[src/rtl/wb_commit_unit.sv]
// wb_commit_unit: buffers integer and FP writeback results in per-stream FIFOs
// and commits at most one register-file write per cycle with round-robin arbitration.
`default_nettype none

module wb_commit_fifo #(
  parameter int DEPTH = 2,
  parameter int PTR_W = $clog2(DEPTH)
) (
  input  logic             clk,
  input  logic             rst,
  input  logic             push_i,
  input  logic [36:0]      wdata_i,
  input  logic             pop_i,
  output logic [36:0]      rdata_o,
  output logic [PTR_W:0]   count_o,
  output logic             ready_o
);

  localparam logic [PTR_W:0]   C_FULL    = (PTR_W + 1)'(DEPTH);
  localparam logic [PTR_W:0]   C_CNT_ONE = (PTR_W + 1)'(1);
  localparam logic [PTR_W-1:0] C_PTR_ONE = PTR_W'(1);

  logic [36:0]      mem_q [DEPTH];
  logic [PTR_W-1:0] wr_ptr_q, wr_ptr_d;
  logic [PTR_W-1:0] rd_ptr_q, rd_ptr_d;
  logic [PTR_W:0]   count_q, count_d;
  logic             w_push;

  // Readiness comes only from the registered count, so a full FIFO refuses
  // a push even in a cycle where it also pops.
  assign ready_o = (count_q != C_FULL);
  assign w_push  = push_i & ready_o;
  assign rdata_o = mem_q[rd_ptr_q];
  assign count_o = count_q;

  always_comb begin
    wr_ptr_d = wr_ptr_q;
    rd_ptr_d = rd_ptr_q;
    count_d  = count_q;
    if (w_push) begin
      wr_ptr_d = wr_ptr_q + C_PTR_ONE;
    end
    if (pop_i) begin
      rd_ptr_d = rd_ptr_q + C_PTR_ONE;
    end
    if (w_push && !pop_i) begin
      count_d = count_q + C_CNT_ONE;
    end else if (!w_push && pop_i) begin
      count_d = count_q - C_CNT_ONE;
    end
  end

  always_ff @(posedge clk or posedge rst) begin
    if (rst) begin
      wr_ptr_q <= '0;
      rd_ptr_q <= '0;
      count_q  <= '0;
    end else begin
      wr_ptr_q <= wr_ptr_d;
      rd_ptr_q <= rd_ptr_d;
      count_q  <= count_d;
    end
  end

  always_ff @(posedge clk) begin
    if (w_push) begin
      mem_q[wr_ptr_q] <= wdata_i;
    end
  end

endmodule

module wb_commit_unit #(
  parameter int DEPTH = 2,
  parameter int PTR_W = $clog2(DEPTH)
) (
  input  logic             clk,
  input  logic             rst,
  input  logic             int_valid,
  output logic             int_ready,
  input  logic [4:0]       int_rd,
  input  logic [31:0]      int_alu_result,
  input  logic [31:0]      int_load_data,
  input  logic             int_wb_sel,
  input  logic             fp_valid,
  output logic             fp_ready,
  input  logic [4:0]       fp_rd,
  input  logic [31:0]      fp_falu_result,
  input  logic [31:0]      fp_load_data,
  input  logic             fp_wb_sel,
  output logic             wb_int_we,
  output logic             wb_fp_we,
  output logic [4:0]       wb_rd_addr,
  output logic [31:0]      wb_int_data,
  output logic [31:0]      wb_fp_data,
  output logic [PTR_W:0]   int_count,
  output logic [PTR_W:0]   fp_count
);

  logic [36:0] w_int_wdata, w_fp_wdata;
  logic [36:0] w_int_head, w_fp_head;
  logic        w_int_ne, w_fp_ne;
  logic        w_pop_int, w_pop_fp;

  logic        rr_q, rr_d;
  logic        int_we_q, int_we_d;
  logic        fp_we_q, fp_we_d;
  logic [4:0]  addr_q, addr_d;
  logic [31:0] int_data_q, int_data_d;
  logic [31:0] fp_data_q, fp_data_d;

  assign w_int_wdata = {int_rd, int_wb_sel ? int_load_data : int_alu_result};
  assign w_fp_wdata  = {fp_rd, fp_wb_sel ? fp_load_data : fp_falu_result};

  wb_commit_fifo #(.DEPTH(DEPTH), .PTR_W(PTR_W)) u_int_fifo (
    .clk     (clk),
    .rst     (rst),
    .push_i  (int_valid),
    .wdata_i (w_int_wdata),
    .pop_i   (w_pop_int),
    .rdata_o (w_int_head),
    .count_o (int_count),
    .ready_o (int_ready)
  );

  wb_commit_fifo #(.DEPTH(DEPTH), .PTR_W(PTR_W)) u_fp_fifo (
    .clk     (clk),
    .rst     (rst),
    .push_i  (fp_valid),
    .wdata_i (w_fp_wdata),
    .pop_i   (w_pop_fp),
    .rdata_o (w_fp_head),
    .count_o (fp_count),
    .ready_o (fp_ready)
  );

  assign w_int_ne = (int_count != '0);
  assign w_fp_ne  = (fp_count != '0);

  // rr_q = 0 favours the integer stream; it flips only on contested cycles.
  always_comb begin
    w_pop_int  = w_int_ne & (~w_fp_ne | ~rr_q);
    w_pop_fp   = w_fp_ne & ~w_pop_int;
    rr_d       = (w_int_ne & w_fp_ne) ? ~rr_q : rr_q;
    int_we_d   = 1'b0;
    fp_we_d    = 1'b0;
    addr_d     = addr_q;
    int_data_d = int_data_q;
    fp_data_d  = fp_data_q;
    if (w_pop_int) begin
      int_we_d   = (w_int_head[36:32] != 5'd0);
      addr_d     = w_int_head[36:32];
      int_data_d = w_int_head[31:0];
    end else if (w_pop_fp) begin
      fp_we_d    = 1'b1;
      addr_d     = w_fp_head[36:32];
      fp_data_d  = w_fp_head[31:0];
    end
  end

  always_ff @(posedge clk or posedge rst) begin
    if (rst) begin
      rr_q       <= 1'b0;
      int_we_q   <= 1'b0;
      fp_we_q    <= 1'b0;
      addr_q     <= '0;
      int_data_q <= '0;
      fp_data_q  <= '0;
    end else begin
      rr_q       <= rr_d;
      int_we_q   <= int_we_d;
      fp_we_q    <= fp_we_d;
      addr_q     <= addr_d;
      int_data_q <= int_data_d;
      fp_data_q  <= fp_data_d;
    end
  end

  assign wb_int_we   = int_we_q;
  assign wb_fp_we    = fp_we_q;
  assign wb_rd_addr  = addr_q;
  assign wb_int_data = int_data_q;
  assign wb_fp_data  = fp_data_q;

endmodule

`default_nettype wire

[config.mk]
export PLATFORM = sky130hd
export DESIGN_NAME = wb_commit_unit
export DESIGN_NICKNAME = d
export VERILOG_FILES = /design/src/rtl/wb_commit_unit.sv
export SDC_FILE = /design/constraint.sdc
export NUM_CORES = 1
export LEC_CHECK = 0
export BUFFER_PORTS_ARGS = -buffer_cell sky130_fd_sc_hd__buf_2
export CORE_MARGIN = 2
export CORE_UTILIZATION = 55
export CTS_CLUSTER_SIZE = 28
export DETAILED_ROUTE_END_ITERATION = 16
export PLACE_DENSITY = 0.82
export SYNTH_ARGS = -nofsm -noshare
export SYNTH_HDL_FRONTEND = slang
export SYNTH_SLANG_ARGS = --single-unit
[constraint.sdc]
create_clock -name clk -period 6.75 [get_ports clk]
set_clock_uncertainty 0.05 [all_clocks]
set_input_delay 0.3375 -clock clk [delete_from_list [all_inputs] [get_ports clk]]
set_output_delay 0.3375 -clock clk [all_outputs]
set_load 0.02 [all_outputs]
==> results of run 1 <==
flip-flops by register name, indices dropped and copies added (netlist names), 2 cells and up:
register            cells
u_fp_fifo.mem_q        74
u_int_fifo.mem_q       74
wb_fp_data             32
wb_int_data            32
wb_rd_addr              5
u_fp_fifo.count_o       2
u_int_fifo.count_o      2
cell usage after synthesis:
master	n	area [um2]
ha_1	2	25.0
nor4_1	1	6.26
a21oi_4	1	16.3
nand2b_1	2	12.5
inv_2	1	3.75
or2_4	1	8.76
dfrtp_1	80	2000
mux2i_1	9	90.1
buf_2	13	65.1
inv_1	4	15.0
o21ai_0	1	5.00
clkbuf_1	4	15.0
xnor2_1	7	61.3
and3_1	3	18.8
o211ai_1	2	15.0
edfxtp_1	148	4440
xor2_1	4	35.0
a31oi_1	1	6.26
buf_6	5	56.3
o221ai_1	4	35.0
nor2_2	1	6.26
mux2_1	4	45.0
nor2_1	4	15.0
nand2_1	7	26.3
buf_4	1	7.51
mux2_2	189	2130
o21ai_2	1	8.76
path summary, 6_finish.rpt:
kind,cells after the start,end
setup / recovery,8,u_int_fifo.count_o[1]
min in group asynchronous,3,wb_int_data[5]
hold / removal,2,u_fp_fifo.mem_q[0][17]
setup reg to reg,8,u_int_fifo.count_o[1]
hold reg to reg,1,wb_fp_data[15]
max in group asynchronous,3,u_int_fifo.rd_ptr_q
metal layers:
layer	global-route usage (%)	vias to the layer above	routed length, um
met4	5.50	2	345
met2	36.0	207	9060
met3	4.30	34	1280
met1	25.7	2536	7270
li1	-	2358	-
met5	0	-	11
metrics by stage:
stage               instance area, um2  setup slack [ns]  total power [mW]
finish                           11300              4.42              5.33
global route                     11300              4.24              5.62
CTS                              11300              4.40              5.40
detailed placement               10500              4.42              4.18
global placement                 10500              4.54              4.09
floorplan                         9170              3.71              3.62
worst max-delay path: stages, from the launching register on:
cell,delay (ns)
dfrtp_1,0.45
or2_4,0.31
a21oi_4,0.15
buf_4,0.43
inv_2,0.16
ha_1,0.23
xor2_1,0.17
nor2_1,0.13
xor2_1,0.18
power by group through the flow:
stage | logic (mW) | clock network (mW) | registers [mW]
3_5_place_dp | 1.84 | 0 | 2.35
5_1_grt | 1.96 | 1.28 | 2.37
2_1_floorplan | 1.13 | 0 | 2.49
4_1_cts | 1.85 | 1.22 | 2.32
6_report | 1.82 | 1.20 | 2.31
3_3_place_gp | 1.77 | 0 | 2.32
logic make-up after synthesis:
family,after synthesis,share of synthesized area [%]
fa+ha+maj,2,0.273
xor+xnor,11,1.05
buf+inv,28,1.77
compound gates,10,0.941
flops,228,70.3
mux,202,24.7
simple gates,19,1.02
area by class of cell:
cell class                      count  area (um2)  area share (%)
Clock buffer                       36         644            5.72
Clock inverter                      6        62.6           0.555
Inverter                            5        20.0           0.178
Multi-Input combinational cell    244        2590            23.0
Sequential cell                   228        6450            57.2
Tap cell                          220         275            2.44
Timing Repair Buffer              233        1220            10.9
==> flow_summary.toml, run 1 <==
[finish]
antenna_cells = 0
mostFrequentLayoutCell = "buf_2"
nets = 881
final_util_pct = 68.4
drive_gt1_share_pct = 60.2
stdcell_count = 972
area_growth_pct = 22.8
n_fill_cell = 1156
final_cell_mix = "buf_2, mux2_2, edfxtp_1, dfrtp_1, clkbuf_16"

[critical_path]
startpoint = "u_fp_fifo.count_o[0]"
critPathKind = "reg2reg"
path_max_fanout = 33
rrSetupSlack_ns = 4.42
r2r_start = "u_fp_fifo.count_o[0]"
cp-end-kind = "register"
startpoint_type = "register"
worst-endpoint-arrival_ns = 2.70
cp.required_ns = 7.12

[cts]
postCtsSetupBuffers = 0
root_buffer = "clkbuf_16"
cts_sinks = 228
ctsHtreeMaxLevel = 1
clock_path_buffers = 3
insertion_delay_ns = 0.50
clkTransAtPathRegs_ns = 0.06
numCtsBuffers = 23
hold_buffers = 10
postCtsResizedCells = 0
cts_tree = "yes"

[yosys]
synth-seq-cells = 228
yosys_warnings = 0
netlist_instances = 500
ys_types = 27
ys_seq_area_share_pct = 70.3
avgSynthCellArea_um2 = 18.3
synth_fp_nets = 646
syn-cell-area_mm2 = 0.00917

[route]
drt_iter0_drc = 236
drt_wl_total_mm = 18.0
post_drt_wl_per_cell_um = 18.5
route.vias.total = 5137
ant_nets = 0
dr.pass1.iters = 4
drc = 0
vias_per_cell = 5.28

[pwr]
p_int_mw = 3.57
peakVddDrop_mv = 0.250
clkPwrFrac_pct = 22.4
power.share.switching_pct = 33.0
pwr-share-comb_pct = 34.2
power.density_mw_per_mm2 = 473
seqPwrFrac_pct = 43.4
p_leak_nw = 4.52
p_switching_mw = 1.76

[timing]
fmax_mhz = 429
worst_pin_slew_ns = 1.14
drv_slew = 0
hold_ws_ns = 0.100
finalSetupTns_ns = 0
rsz0062_at_grt = "false"
period_needed_ns = 2.33
slew_headroom_pct = 23.5
setup_violations = 0
finalHoldViolCount = 0
final.period_utilization_pct = 34.5

[placed_design]
placed_cells = 920
hpwl_mm = 11.6
numPortBuffers = 220
gp_congestion = 0.749

[global_route]
grt_max_degree = 81
grt_pass1_vias = 5645
grt_overflow_total = 0
antenna_found_initial = 1
grt_use_total_pct = 20.3
grt_pass1_wl_mm = 28.3

[floorplan]
placementRows = 47
fp.dieW_um = 133
dieArea_mm2 = 0.0177
core_mm2 = 0.0165
initial_core_util_pct = 55.7
top_level_ports = 221
die_y_um = 133

[outcome]
outcome = "completed"

[min_path]
hold_class = "in2reg"
min_from = "fp_falu_result[17]"

[flow_run]
cap_violations = 0
(Power assumes the default switching activity.)
==> inputs of run 2 (changes only) <==
--- a/config.mk
+++ b/config.mk
@@ -7,10 +7,10 @@
 export LEC_CHECK = 0
 export BUFFER_PORTS_ARGS = -buffer_cell sky130_fd_sc_hd__buf_2
 export CORE_MARGIN = 2
-export CORE_UTILIZATION = 55
+export CORE_UTILIZATION = 53
 export CTS_CLUSTER_SIZE = 28
 export DETAILED_ROUTE_END_ITERATION = 16
-export PLACE_DENSITY = 0.82
+export PLACE_DENSITY = 0.79
 export SYNTH_ARGS = -nofsm -noshare
 export SYNTH_HDL_FRONTEND = slang
 export SYNTH_SLANG_ARGS = --single-unit
==> constraint.sdc (replaced) <==
create_clock -name clk -period 2.3 [get_ports clk]
set_clock_uncertainty 0.05 [all_clocks]
set_input_delay 0.115 -clock clk [delete_from_list [all_inputs] [get_ports clk]]
set_output_delay 0.115 -clock clk [all_outputs]
set_load 0.02 [all_outputs]
==> flow_summary.toml, run 2 (synthesis gave the netlist of run 1 again) <==
[floorplan]
top_level_ports = 221
fp.dieW_um = 136
die_y_um = 136
core_mm2 = 0.0171
initial_core_util_pct = 53.6
dieArea_mm2 = 0.0184
placementRows = 48

[pwr]
power.density_mw_per_mm2 = 1270
power.total_mw = 16.1
p_leak_nw = 5.16
peakVddDrop_mv = 0.716

[finish]
antenna_cells = 0
nets = 1025
n_fill_cell = 1013
seq_area_mm2 = 0.00645
multiInputGateArea_mm2 = 0.00259
area_growth_pct = 39.0
mostFrequentLayoutCell = "buf_2"
final_cell_mix = "buf_2, mux2_2, edfxtp_1, dlygate4sd3_1, dfrtp_1"
drive_gt1_share_pct = 52.2
top_regs = "u_fp_fifo.mem_q x74, u_int_fifo.mem_q x74"

[global_route]
grt_overflow_total = 0
grt_use_total_pct = 22.2
grt_pass1_vias = 6361
grt_pass1_wl_mm = 31.4
antenna_found_initial = 0
grt_max_degree = 38

[route]
dr.pass1.iters = 4
drt_iter0_drc = 264
ant_nets = 0
drt-met1-wl_mm = 7.86
drc = 0
vias_per_cell = 5.16
route.vias.total = 5784
drt_wl_total_mm = 20.7
met2_length_mm = 10.9
post_drt_wl_per_cell_um = 18.4
top_layer_used = "met4"
route.met3.wl_mm = 1.49

[critical_path]
critical-path-slowest-cell = "dfrtp_1"
critPathKind = "reg2reg"
worst-endpoint-arrival_ns = 2.43
startpoint_type = "register"
path_max_fanout = 9
cp.required_ns = 2.66
critical_path.cell_chain = "or2_4 -> a21oi_4 -> inv_2 -> ha_1 -> xor2_1 -> nor2_1 -> xor2_1"
critical_path.max_stage_delay_ns = 0.43
crit_top_cell = "xor2_1"
cp-end-kind = "register"

[cts]
clock_path_buffers = 3
numCtsBuffers = 23
root_buffer = "clkbuf_16"
clkTransAtPathRegs_ns = 0.06
insertion_delay_ns = 0.49
ctsHtreeMaxLevel = 1
cts_tree = "yes"
cts_sinks = 228

[timing]
finalSetupTns_ns = 0
rsz0062_at_grt = "false"
final.period_utilization_pct = 89.8
fmax_mhz = 484
finalHoldViolCount = 0
drv_slew = 0
hold_ws_ns = 0.0620
period_needed_ns = 2.07
worst_pin_slew_ns = 0.721
setup_violations = 0
slew_headroom_pct = 51.9

[flow_run]
cap_violations = 0

[outcome]
outcome = "completed"

[placed_design]
numPortBuffers = 220
hpwl_mm = 12.6
gp_congestion = 0.768

[min_path]
hold_class = "in2async"
==> run 2: metal layers <==
layer | GRT usage (%) | vias up
li1 | - | 2642
met1 | 24.5 | 2880
met2 | 42.1 | 226
met3 | 5.20 | 36
met4 | 6.83 | 0
met5 | 0 | -
==> run 2: area by class of cell <==
class	instances	share of cell area, %
Timing Repair Buffer	377	21.3
Sequential cell	228	50.6
Tap cell	225	2.21
Inverter	5	0.157
Multi-Input combinational cell	244	20.3
Clock buffer	32	5.09
Clock inverter	9	0.294
==> run 2: per-stage QoR <==
step | worst slack [ns] | utilization [%] | cells | instance area [um2]
floorplan | 0.00992 | - | 500 | 9190
global placement | 0.357 | 62.2 | 938 | 10600
detailed placement | 0.221 | 62.2 | 938 | 10600
CTS | 0.206 | 74.5 | 1120 | 12700
global route | 0.0741 | 74.5 | 1120 | 12700
finish | 0.235 | 74.5 | 1120 | 12700
==> run 2: worst max-delay path: cells and delay by family (launching register included) <==
family | cells | cell delay (ns)
AOI/OAI and AO/OA | 1 | 0.33
xor gates and xnor gates | 2 | 0.36
adders and majority gates | 1 | 0.22
buffers and inverters | 1 | 0.16
DFF | 1 | 0.43
and+or+nand+nor | 2 | 0.44
==> run 2: worst paths after layout <==
kind / start / end / slack, ns / cells after the start
worst max-delay path: u_fp_fifo.count_o[1] / u_int_fifo.count_o[1] / 0.23 / 7
worst min-delay path: rst / wb_fp_data[10] / 0.06 / 3
worst max register to register: u_fp_fifo.count_o[1] / u_int_fifo.count_o[1] / 0.23 / 7
worst min register to register: wb_fp_data[15] / wb_fp_data[15] / 0.44 / 1
max in group asynchronous: rst / wb_int_data[7] / 1.39 / 4
min in group clk: int_rd[1] / u_int_fifo.mem_q[0][33] / 0.29 / 2
==> run 2: repair_timing <==
action,4_1_cts,5_1_grt
gates resized for setup,0,0
hold buffers,141,0
buffers inserted,0,0
hold endpoints to repair,230,0
==> run 2: where the power goes <==
part | internal [mW] | switching (mW)
Clock | 1.96 | 1.43
Combinational | 2.96 | 3.16
Sequential | 5.90 | 0.749
==> inputs of run 3 (changes only) <==
==> constraint.sdc (replaced) <==
create_clock -name clk -period 2.2 [get_ports clk]
set_clock_uncertainty 0.05 [all_clocks]
set_input_delay 0.11 -clock clk [delete_from_list [all_inputs] [get_ports clk]]
set_output_delay 0.11 -clock clk [all_outputs]
set_load 0.02 [all_outputs]
==> flow_summary.toml, run 3 (synthesis gave the netlist of run 1 again) <==
[cts]
clkTransAtPathRegs_ns = 0.06
numCtsBuffers = 22
cts_sinks = 228
cts_tree = "yes"
ctsHtreeMaxLevel = 1
clock_path_buffers = 3
postCtsSetupBuffers = 0
insertion_delay_ns = 0.50
root_buffer = "clkbuf_16"

[critical_path]
critPathBufInv = 1
critical_path.top_delay_family = "flip-flops"
cp-end-kind = "register"
critical_path.max_stage_delay_ns = 0.48
critical_path.cell_chain = "nor2_2 -> o21ai_4 -> buf_4 -> mux2_2"
cp.depth = 4
endpoint = "wb_fp_data[24]"
startpoint = "u_int_fifo.count_o[0]"
cp.required_ns = 2.53
path_max_fanout = 15
rrSetupSlack_ns = 0.34
critPathKind = "reg2reg"
r2r_end = "wb_fp_data[24]"
critical-path-slowest-cell = "dfrtp_1"
r2r_start = "u_int_fifo.count_o[0]"
startpoint_type = "register"
reg2reg_depth = 4
worst-endpoint-arrival_ns = 2.19

[pwr]
pwr-share-comb_pct = 37.0
seqPwrFrac_pct = 40.1
p_int_mw = 11.6
peakVddDrop_mv = 1.01
p_leak_nw = 5.19
power.density_mw_per_mm2 = 1340
p_switching_mw = 5.52
power.share.switching_pct = 32.2
clkPwrFrac_pct = 22.9

[finish]
final_util_pct = 75.0
nets = 1023
antenna_cells = 0
mostFrequentLayoutCell = "buf_2"
drive_gt1_share_pct = 52.7
n_fill_cell = 1030
final_cell_mix = "buf_2, mux2_2, edfxtp_1, dlygate4sd3_1, dfrtp_1"
area_growth_pct = 40.0
seq_area_mm2 = 0.00645
multiInputGateArea_mm2 = 0.00259
top_regs = "u_fp_fifo.mem_q x74, u_int_fifo.mem_q x74"

[min_path]
hold_class = "in2reg"

[floorplan]
dieArea_mm2 = 0.0184
top_level_ports = 221
initial_core_util_pct = 53.6
core_mm2 = 0.0171
fp.dieW_um = 136
die_y_um = 136
placementRows = 48

[flow_run]
cap_violations = 0

[timing]
finalHoldViolCount = 0
finalSetupTns_ns = 0
finalWorstSetupSlack_ns = 0.340
fmax_mhz = 538
rsz0062_at_grt = "false"
hold_ws_ns = 0.298
setup_violations = 0
final.period_utilization_pct = 84.5
slew_headroom_pct = 49.7
drv_slew = 0
worst_pin_slew_ns = 0.755
period_needed_ns = 1.86

[global_route]
grt_pass1_wl_mm = 31.3
antenna_found_initial = 0
grt_pass1_vias = 6357
grt_overflow_total = 0
grt_use_total_pct = 21.9
grt_max_degree = 38

[outcome]
outcome = "completed"

[placed_design]
gp_congestion = 0.785
hpwl_mm = 12.1
numPortBuffers = 220
place_ws_ns = 0.321

[route]
vias_per_cell = 5.11
dr.pass1.iters = 6
post_drt_wl_per_cell_um = 18.1
drt_wl_total_mm = 20.2
ant_nets = 0
route.vias.total = 5710
drt_iter0_drc = 251
drc = 0
run 3: cell types whose count changed in the layout (fill, tap and decap cells not counted), sizes merged:
cell         delta
clkinv          -5
clkbuf          -1
dlygate4sd3     +1
buf             -2
clkinvlp        +2
bufinv          +3
run 3: what timing repair did:
item | in CTS | in global routing
hold endpoints to repair | 230 | 0
resized for setup | 0 | 0
hold buffers | 142 | 0
run 3: area by class of cell:
class,instances,share of cell area (%)
clock buffer,31,5.03
clock inverter,9,0.984
inverter,5,0.175
multi-input combinational,244,20.2
sequential,228,50.2
tap,225,2.19
timing repair buffer,376,21.2
run 3: per-stage QoR:
step	instance area, um2	cells	total power, mW
after floorplan	9200	500	11.1
after global placement	10600	936	12.8
after detailed placement	10600	936	13.1
after CTS	12800	1118	17.3
after global routing	12800	1118	18.0
final	12800	1118	17.2
run 3: power by group through the flow:
stage          clock network (mW)  logic [mW]  registers, mW
5_1_grt                      4.19        6.81           7.03
4_1_cts                      4.01        6.41           6.88
3_3_place_gp                    0        5.96           6.87
2_1_floorplan                   0        3.50           7.62
6_report                     3.93        6.35           6.88
3_5_place_dp                    0        6.15           6.94
run 3: how the worst min path moves through the flow:
| stage | end | cells past startpoint | slack [ns] | startpoint |
|---|---|---|---|---|
| after floorplan | u_fp_fifo.mem_q[0][32] | 0 | 0.16 | fp_rd[0] |
| after global placement | wb_int_data[5] | 2 | -0.04 | rst |
| after detailed placement | wb_int_data[5] | 2 | -0.04 | rst |
| after CTS | u_int_fifo.mem_q[0][35] | 2 | 0.28 | int_rd[3] |
| after global routing | u_fp_fifo.mem_q[1][33] | 2 | 0.28 | fp_rd[1] |
| final | u_fp_fifo.mem_q[1][33] | 2 | 0.30 | fp_rd[1] |
run 3: routing by layer:
| metal | up-vias | wire [um] | global-route usage, % |
|---|---|---|---|
| li1 | 2638 | - | - |
| met1 | 2813 | 7840 | 25.2 |
| met2 | 220 | 10500 | 40.7 |
| met3 | 39 | 1490 | 5.09 |
| met4 | 0 | 392 | 6.13 |
| met5 | - | 0 | 0 |
run 3: worst reg2reg max path: stages (launching register included):
cell     delay [ns]
dfrtp_1        0.48
nor2_2         0.12
o21ai_4        0.42
buf_4          0.32
mux2_2         0.36
